`config.mk`:
```
export PLATFORM = sky130hd
export DESIGN_NAME = dff_drive_seq
export DESIGN_NICKNAME = d
export VERILOG_FILES = /design/src/rtl/dff_drive_pkg.sv /design/src/rtl/sync2.sv /design/src/rtl/dff_drive_seq.sv
export SDC_FILE = /design/constraint.sdc
export NUM_CORES = 1
export LEC_CHECK = 0
export ABC_AREA = 1
export CAP_MARGIN = 20
export CORE_ASPECT_RATIO = 0.7
export CORE_UTILIZATION = 30
export DETAILED_ROUTE_END_ITERATION = 10
export PLACE_DENSITY = 0.5
export SLEW_MARGIN = 20
export SYNTH_ARGS = -nofsm -noshare
export SYNTH_HDL_FRONTEND = slang
export SYNTH_SLANG_ARGS = --single-unit
```
`constraint.sdc`:
```
create_clock -name ck -period 1.8 [get_ports ck]
set_clock_uncertainty 0.2 [all_clocks]
set_input_delay 0.18 -clock ck [delete_from_list [all_inputs] [get_ports ck]]
set_output_delay 0.18 -clock ck [all_outputs]
set_load 0.005 [all_outputs]
```
`src/rtl/dff_drive_pkg.sv`:
```
`default_nettype none
// ============================================================================
//  Module   : dff_drive_pkg
//  Purpose  : Shared types and constants for the NAND D flip-flop driver
//             sequencer: request opcodes, sequencer states, error counter
//             width and a small max helper used to size the phase counter.
//  Revision : 1.0 - initial release
// ============================================================================
package dff_drive_pkg;

    localparam int c_err_cnt_w = 8;

    typedef enum logic [1:0] {
        OP_CAPTURE = 2'd0,
        OP_PRESET  = 2'd1,
        OP_CLEAR   = 2'd2,
        OP_RSVD    = 2'd3
    } op_e;

    typedef enum logic [2:0] {
        ST_IDLE   = 3'd0,
        ST_SETUP  = 3'd1,
        ST_HIGH   = 3'd2,
        ST_LOW    = 3'd3,
        ST_PULSE  = 3'd4,
        ST_SETTLE = 3'd5,
        ST_CHECK  = 3'd6,
        ST_RESP   = 3'd7
    } state_e;

    function automatic int max2(input int a, input int b);
        return (a > b) ? a : b;
    endfunction

endpackage
`default_nettype wire

```
`src/rtl/sync2.sv`:
```
`default_nettype none
// ============================================================================
//  Module   : sync2
//  Purpose  : Two-flop synchroniser bringing an asynchronous flip-flop
//             output into the ck domain. Resets to 0.
//  Ports    : ck    - system clock
//             rst_n - asynchronous active-low reset
//             din   - asynchronous input
//             dout  - synchronised output
//  Revision : 1.0 - initial release
// ============================================================================
module sync2 (
    input  logic ck,
    input  logic rst_n,
    input  logic din,
    output logic dout
);

    logic r_meta;

    always_ff @(posedge ck or negedge rst_n) begin
        if (!rst_n) begin
            r_meta <= 1'b0;
            dout   <= 1'b0;
        end else begin
            r_meta <= din;
            dout   <= r_meta;
        end
    end

endmodule
`default_nettype wire

```
`src/rtl/dff_drive_seq.sv`:
```
`default_nettype none
// ============================================================================
//  Module   : dff_drive_seq
//  Purpose  : Drives the d/ck/pr/clr pins of a gate-level NAND D flip-flop
//             with programmable setup, clock-high, clock-low, async-pulse and
//             settle widths, then samples q/nq through synchronisers, checks
//             them against the expected value and returns the result.
//  Ports    : ck, rst_n                      - clock, async active-low reset
//             req_valid/req_ready/req_op/req_d - request channel
//             rsp_valid/rsp_ready/rsp_q/rsp_err - response channel
//             err_cnt                        - saturating error count
//             ff_d, ff_ck, ff_pr, ff_clr     - flip-flop drive pins (pr/clr low-active)
//             ff_q, ff_nq                    - flip-flop outputs (asynchronous)
//  Revision : 1.0 - initial release
// ============================================================================
module dff_drive_seq
    import dff_drive_pkg::*;
#(
    parameter int SETUP_CYC  = 1,
    parameter int HI_CYC     = 2,
    parameter int LO_CYC     = 2,
    parameter int PULSE_CYC  = 2,
    parameter int SETTLE_CYC = 2
) (
    input  logic                   ck,
    input  logic                   rst_n,
    input  logic                   req_valid,
    output logic                   req_ready,
    input  logic [1:0]             req_op,
    input  logic                   req_d,
    output logic                   rsp_valid,
    input  logic                   rsp_ready,
    output logic                   rsp_q,
    output logic                   rsp_err,
    output logic [c_err_cnt_w-1:0] err_cnt,
    output logic                   ff_d,
    output logic                   ff_ck,
    output logic                   ff_pr,
    output logic                   ff_clr,
    input  logic                   ff_q,
    input  logic                   ff_nq
);

    // ------------------------------------------------------------------
    // Parameter legality
    // ------------------------------------------------------------------
    if (SETUP_CYC < 1) begin : g_bad_setup
        $error("SETUP_CYC must be >= 1");
    end
    if (HI_CYC < 1) begin : g_bad_hi
        $error("HI_CYC must be >= 1");
    end
    if (LO_CYC < 1) begin : g_bad_lo
        $error("LO_CYC must be >= 1");
    end
    if (PULSE_CYC < 1) begin : g_bad_pulse
        $error("PULSE_CYC must be >= 1");
    end
    if (SETTLE_CYC < 2) begin : g_bad_settle
        $error("SETTLE_CYC must be >= 2");
    end

    // The phase counter holds (width - 1) for the longest timed state.
    localparam int c_max_cyc = max2(max2(max2(SETUP_CYC, HI_CYC), max2(LO_CYC, PULSE_CYC)),
                                    SETTLE_CYC);
    localparam int c_ph_w    = (c_max_cyc > 1) ? $clog2(c_max_cyc) : 1;

    localparam logic [c_ph_w-1:0] c_ld_setup  = c_ph_w'(SETUP_CYC - 1);
    localparam logic [c_ph_w-1:0] c_ld_hi     = c_ph_w'(HI_CYC - 1);
    localparam logic [c_ph_w-1:0] c_ld_lo     = c_ph_w'(LO_CYC - 1);
    localparam logic [c_ph_w-1:0] c_ld_pulse  = c_ph_w'(PULSE_CYC - 1);
    localparam logic [c_ph_w-1:0] c_ld_settle = c_ph_w'(SETTLE_CYC - 1);
    localparam logic [c_ph_w-1:0] c_ph_one    = c_ph_w'(1);

    // ------------------------------------------------------------------
    // Synchronisers
    // ------------------------------------------------------------------
    logic w_sync_q;
    logic w_sync_nq;

    sync2 u_sync_q (
        .ck    (ck),
        .rst_n (rst_n),
        .din   (ff_q),
        .dout  (w_sync_q)
    );

    sync2 u_sync_nq (
        .ck    (ck),
        .rst_n (rst_n),
        .din   (ff_nq),
        .dout  (w_sync_nq)
    );

    // ------------------------------------------------------------------
    // State
    // ------------------------------------------------------------------
    state_e              r_state;
    state_e              w_state_nxt;
    logic [c_ph_w-1:0]   r_phase;
    logic [c_ph_w-1:0]   w_phase_nxt;
    op_e                 r_op;
    logic                r_exp;

    logic                w_accept;
    op_e                 w_req_op;
    op_e                 w_op_sel;
    logic                w_chk_err;
    logic                w_rsp_load;
    logic                w_rsp_q_nxt;
    logic                w_rsp_err_nxt;

    assign w_req_op = op_e'(req_op);
    assign w_accept = req_valid && (r_state == ST_IDLE);
    // Pin outputs are computed from the next state, so the op that selects
    // pr versus clr must be the one being accepted this cycle if any.
    assign w_op_sel = w_accept ? w_req_op : r_op;

    assign w_chk_err = (w_sync_q == w_sync_nq) | (w_sync_q != r_exp);

    always_comb begin
        w_state_nxt = r_state;
        w_phase_nxt = r_phase;
        case (r_state)
            ST_IDLE: begin
                if (req_valid) begin
                    case (w_req_op)
                        OP_CAPTURE: begin
                            w_state_nxt = ST_SETUP;
                            w_phase_nxt = c_ld_setup;
                        end
                        OP_PRESET, OP_CLEAR: begin
                            w_state_nxt = ST_PULSE;
                            w_phase_nxt = c_ld_pulse;
                        end
                        default: begin
                            w_state_nxt = ST_RESP;
                        end
                    endcase
                end
            end
            ST_SETUP: begin
                if (r_phase == '0) begin
                    w_state_nxt = ST_HIGH;
                    w_phase_nxt = c_ld_hi;
                end else begin
                    w_phase_nxt = r_phase - c_ph_one;
                end
            end
            ST_HIGH: begin
                if (r_phase == '0) begin
                    w_state_nxt = ST_LOW;
                    w_phase_nxt = c_ld_lo;
                end else begin
                    w_phase_nxt = r_phase - c_ph_one;
                end
            end
            ST_LOW, ST_PULSE: begin
                if (r_phase == '0) begin
                    w_state_nxt = ST_SETTLE;
                    w_phase_nxt = c_ld_settle;
                end else begin
                    w_phase_nxt = r_phase - c_ph_one;
                end
            end
            ST_SETTLE: begin
                if (r_phase == '0) begin
                    w_state_nxt = ST_CHECK;
                end else begin
                    w_phase_nxt = r_phase - c_ph_one;
                end
            end
            ST_CHECK: begin
                w_state_nxt = ST_RESP;
            end
            ST_RESP: begin
                if (rsp_ready) begin
                    w_state_nxt = ST_IDLE;
                end
            end
            default: begin
                w_state_nxt = ST_IDLE;
            end
        endcase
    end

    // The check result is registered on the edge entering CHECK so that
    // rsp_q/rsp_err/err_cnt are visible during the CHECK cycle itself. A
    // reserved op loads its (always-failing) result on the accept edge.
    always_comb begin
        w_rsp_load    = 1'b0;
        w_rsp_q_nxt   = rsp_q;
        w_rsp_err_nxt = rsp_err;
        if (w_accept && (w_req_op == OP_RSVD)) begin
            w_rsp_load    = 1'b1;
            w_rsp_q_nxt   = w_sync_q;
            w_rsp_err_nxt = 1'b1;
        end else if ((r_state == ST_SETTLE) && (w_state_nxt == ST_CHECK)) begin
            w_rsp_load    = 1'b1;
            w_rsp_q_nxt   = w_sync_q;
            w_rsp_err_nxt = w_chk_err;
        end
    end

    always_ff @(posedge ck or negedge rst_n) begin
        if (!rst_n) begin
            r_state   <= ST_IDLE;
            r_phase   <= '0;
            r_op      <= OP_CAPTURE;
            r_exp     <= 1'b0;
            req_ready <= 1'b1;
            rsp_valid <= 1'b0;
            rsp_q     <= 1'b0;
            rsp_err   <= 1'b0;
            err_cnt   <= '0;
            ff_d      <= 1'b0;
            ff_ck     <= 1'b0;
            ff_pr     <= 1'b1;
            ff_clr    <= 1'b1;
        end else begin
            r_state   <= w_state_nxt;
            r_phase   <= w_phase_nxt;
            req_ready <= (w_state_nxt == ST_IDLE);
            rsp_valid <= (w_state_nxt == ST_RESP);
            ff_ck     <= (w_state_nxt == ST_HIGH);
            ff_pr     <= !((w_state_nxt == ST_PULSE) && (w_op_sel == OP_PRESET));
            ff_clr    <= !((w_state_nxt == ST_PULSE) && (w_op_sel == OP_CLEAR));

            if (w_accept) begin
                r_op <= w_req_op;
                case (w_req_op)
                    OP_CAPTURE: r_exp <= req_d;
                    OP_PRESET:  r_exp <= 1'b1;
                    default:    r_exp <= 1'b0;
                endcase
                // d only moves on a capture; preset/clear leave it alone.
                if (w_req_op == OP_CAPTURE) begin
                    ff_d <= req_d;
                end
            end

            rsp_q   <= w_rsp_q_nxt;
            rsp_err <= w_rsp_err_nxt;
            if (w_rsp_load && w_rsp_err_nxt && (err_cnt != '1)) begin
                err_cnt <= err_cnt + c_err_cnt_w'(1);
            end
        end
    end

endmodule
`default_nettype wire

```
==> out/metrics.cfg <==
[power_and_ir_drop]
vdd_drop_max_mv = 0.385
power_leakage_nw = 0.901
power.density_cell_area_nw_per_um2 = 1390
fin_total_pwr_w = 0.00263

[cells_and_area]
diodes = 0
area_growth_pct = 27.8
nets = 217
share_of_final_layout_standard_cells_stronger_than_drive_strength_1_pct = 21.2

[place]
detailedPlace.worstSlack_ns = -0.0195
portBuffers = 24
hpwlAfterDp_mm = 2.30
place.gp.congestion = 0.810

[worst_setup_path]
worstReg2RegEnd = err_cnt[3]
cp_class = reg2out
type_of_destination_of_the_critical_path = output pin
timing.reg2reg.setup_slack_ns = 0.11
crit_path_max_incr_delay_ns = 0.56
worst-r2r-cell-count = 8
critPathLaunchType = flop
critical-path-slowest-cell = clkdlybuf4s50_1
critical-path-top-delay-family = buffers and inverters
timing.critical_path.cells = clkdlybuf4s50_1
cp.required_ns = 1.42
worst-path-max-fanout = 7
worst-endpoint-arrival_ns = 1.35
r2r-start = r_state[1]
crit_buf_inv = 1

[timing]
maxSlewViolCount = 0
post-route-min-period_ns = 1.73
final-setup-viol-count = 0
layout_worst_path_cycle_share_pct = 96.0
worst_slew_pin_slew_ns = 0.354
setup-tns-final_ns = 0
postLayoutSetupSlackWorst_ns = 0.0727
max_slew_margin_pct = 76.4
maxClockFrequency_ghz = 0.579
grt_setup_unrepaired = yes
final_hold_viol_count = 0

[die]
core_region_area_sq_um = 4530
die-area_sq_um = 5230
pin_count = 25
initial_utilization_pct = 32.7
die_w_um = 86.0
die_y_um = 60.8
number_of_rows_in_the_core_area = 20

[clocking]
clockRootBuffer = clkbuf_8
cts_htree_levels = 1
clk_pin_slew_ns = 0.10
tritoncts.num_buffers = 3
worst_skew_pair_latency_ns = 0.28
tritoncts = done
cts_setup_buffers = 0
ctsLongestPathBuffers = 2
cts_sinks = 27

[grt]
vias_in_the_first_global_route = 1115
grt_overflow_total = 0
grt_pass1_wl_mm = 5.18
gr-usage-met3_pct = 3.27
met1_grt_util_pct = 19.1
antenna_found_initial = 0
grt_max_degree = 28
globalRoute.busiestLayer = met2
grt_use_met2_pct = 19.3
grt_util_all_layers_pct = 13.0

[logic_synthesis]
post_synth.cell_area_avg_sq_um = 8.72
synth.lib_cells_used.distinct = 31
synth-warning-count = 0
synthesis.area_sq_um = 1480
synthesis.instances = 170
syn_nets = 183
ys_seq_area_share_pct = 45.8
ys_ff_latch = 27

[hold_path]
hold_path_class = in2async

[routing]
via_per_inst = 4.40
dr_total_vias = 1183
detail_route.wl_per_cell_um = 11.4
dr.pass1.iters = 4
routed_wirelength_mm = 3.07
drt_iter0_markers = 79
remaining_drc_errors = 0
final_antenna_net_count = 0

[outcome]
outcome = finished, final reports clean

[flow_run]
drv.max_cap_violation_count = 0

timing repair:
action	4_1_cts	5_1_grt
endpoints found under the setup margin	0	11
endpoints found under the hold margin	0	0
resized for setup	0	4
hold buffers	0	0
final cells by class:
class                           instances  area (sq um)
Fill cell                             458          2640
Multi-Input combinational cell        123           721
Sequential cell                        27           683
Timing Repair Buffer                   30           285
Tap cell                               66          82.6
Inverter                               19          73.8
Clock buffer                            3          41.3
Clock inverter                          1          7.51
state kept, by name, indices dropped and copies added (netlist names):
| register | flops |
|---|---|
| err_cnt | 8 |
| r_state | 3 |
| r_op | 2 |
| ff_ck | 1 |
| ff_clr | 1 |
| ff_d | 1 |
| ff_pr | 1 |
| r_exp | 1 |
| r_phase | 1 |
| req_ready | 1 |
| rsp_err | 1 |
| rsp_q | 1 |
| rsp_valid | 1 |
| u_sync_nq.dout | 1 |
| u_sync_nq.r_meta | 1 |
| u_sync_q.dout | 1 |
| u_sync_q.r_meta | 1 |
worst max-delay path by stage:
stage                    start         end  depth (start not counted)
CTS                 err_cnt[0]  err_cnt[2]                          7
global route        err_cnt[0]  err_cnt[0]                          7
finish              err_cnt[5]  err_cnt[5]                          1
floorplan           err_cnt[0]  err_cnt[5]                          7
detailed placement   req_op[0]     r_phase                          7
global placement     req_valid  err_cnt[5]                          8
cells in the mapped netlist:
cell type / n / share of area (%)
o21ai_0: 5 / 1.7
o211ai_1: 2 / 1.0
inv_1: 15 / 3.8
a31oi_1: 1 / 0.42
nor3_2: 1 / 0.68
nand2_1: 49 / 12
buf_2: 1 / 0.34
inv_4: 1 / 0.42
nor3_1: 1 / 0.34
a21oi_1: 2 / 0.68
nand3b_1: 2 / 1.0
xor2_1: 2 / 1.2
buf_8: 1 / 1.0
nand3_4: 1 / 1.2
nand4_4: 1 / 1.4
nor2_4: 2 / 1.5
ha_1: 4 / 3.4
dfrtp_1: 24 / 41
nor2_8: 1 / 1.4
nand2_4: 3 / 2.3
nand2_2: 7 / 3.0
nand4_1: 1 / 0.42
o21ai_1: 1 / 0.34
xnor2_1: 3 / 1.8
nand3_2: 2 / 1.4
dfstp_2: 3 / 5.3
nor2_2: 2 / 0.84
nand3_1: 19 / 6.4
nor2_1: 8 / 2.0
o21ai_2: 2 / 1.2
inv_2: 3 / 0.76
per-stage QoR:
| step | cell area (sq um) | cells | hold WS, ns | util (%) |
|---|---|---|---|---|
| after global placement | 1830 | 264 | 0.133 | 40.4 |
| after detailed placement | 1830 | 264 | 0.139 | 40.4 |
| after CTS | 1880 | 268 | 0.0777 | 41.5 |
| after global routing | 1890 | 269 | 0.106 | 41.8 |
| after floorplan | 1480 | 170 | -0.316 | - |
| final | 1890 | 269 | 0.0674 | 41.8 |
cells in the final DEF (no fill, tap or decap), drive strengths merged:
cell type	count
a21oi	2
a31oi	1
buf	6
clkbuf	3
clkdlybuf4s50	24
clkinvlp	1
dfrtp	24
dfstp	3
ha	4
inv	19
nand2	60
nand3	22
nand3b	2
nand4	2
nor2	13
nor3	2
o211ai	2
o21ai	8
xnor2	3
xor2	2
per-layer routing:
layer,vias up,wire length (um),part of all wire (%)
met5,-,0,0
met4,0,9,0.29
met3,2,93,3.0
met2,22,1260,41
met1,549,1710,56
li1,610,-,-
cell families (layout without fill, tap and decap cells):
family / count (synthesis) / after routing / share of synthesized area (%)
buffers and inverters: 21 / 53 / 6.33
flip-flops: 27 / 27 / 45.8
AND/OR/NAND/NOR: 100 / 101 / 36.2
adder cells (fa/ha/maj): 4 / 4 / 3.38
XOR/XNOR: 5 / 5 / 2.95
AO/OA/AOI/OAI: 13 / 13 / 5.32
power breakdown:
| part | switching, W | internal [W] | leakage (nW) |
|---|---|---|---|
| Sequential | 0.000184 | 0.000810 | 0.331 |
| Clock | 0.000198 | 0.000157 | 0.0217 |
| Combinational | 0.000731 | 0.000546 | 0.548 |
| Total | 0.00111 | 0.00151 | 0.901 |
Note: power is estimated with default switching activity, not from simulation.
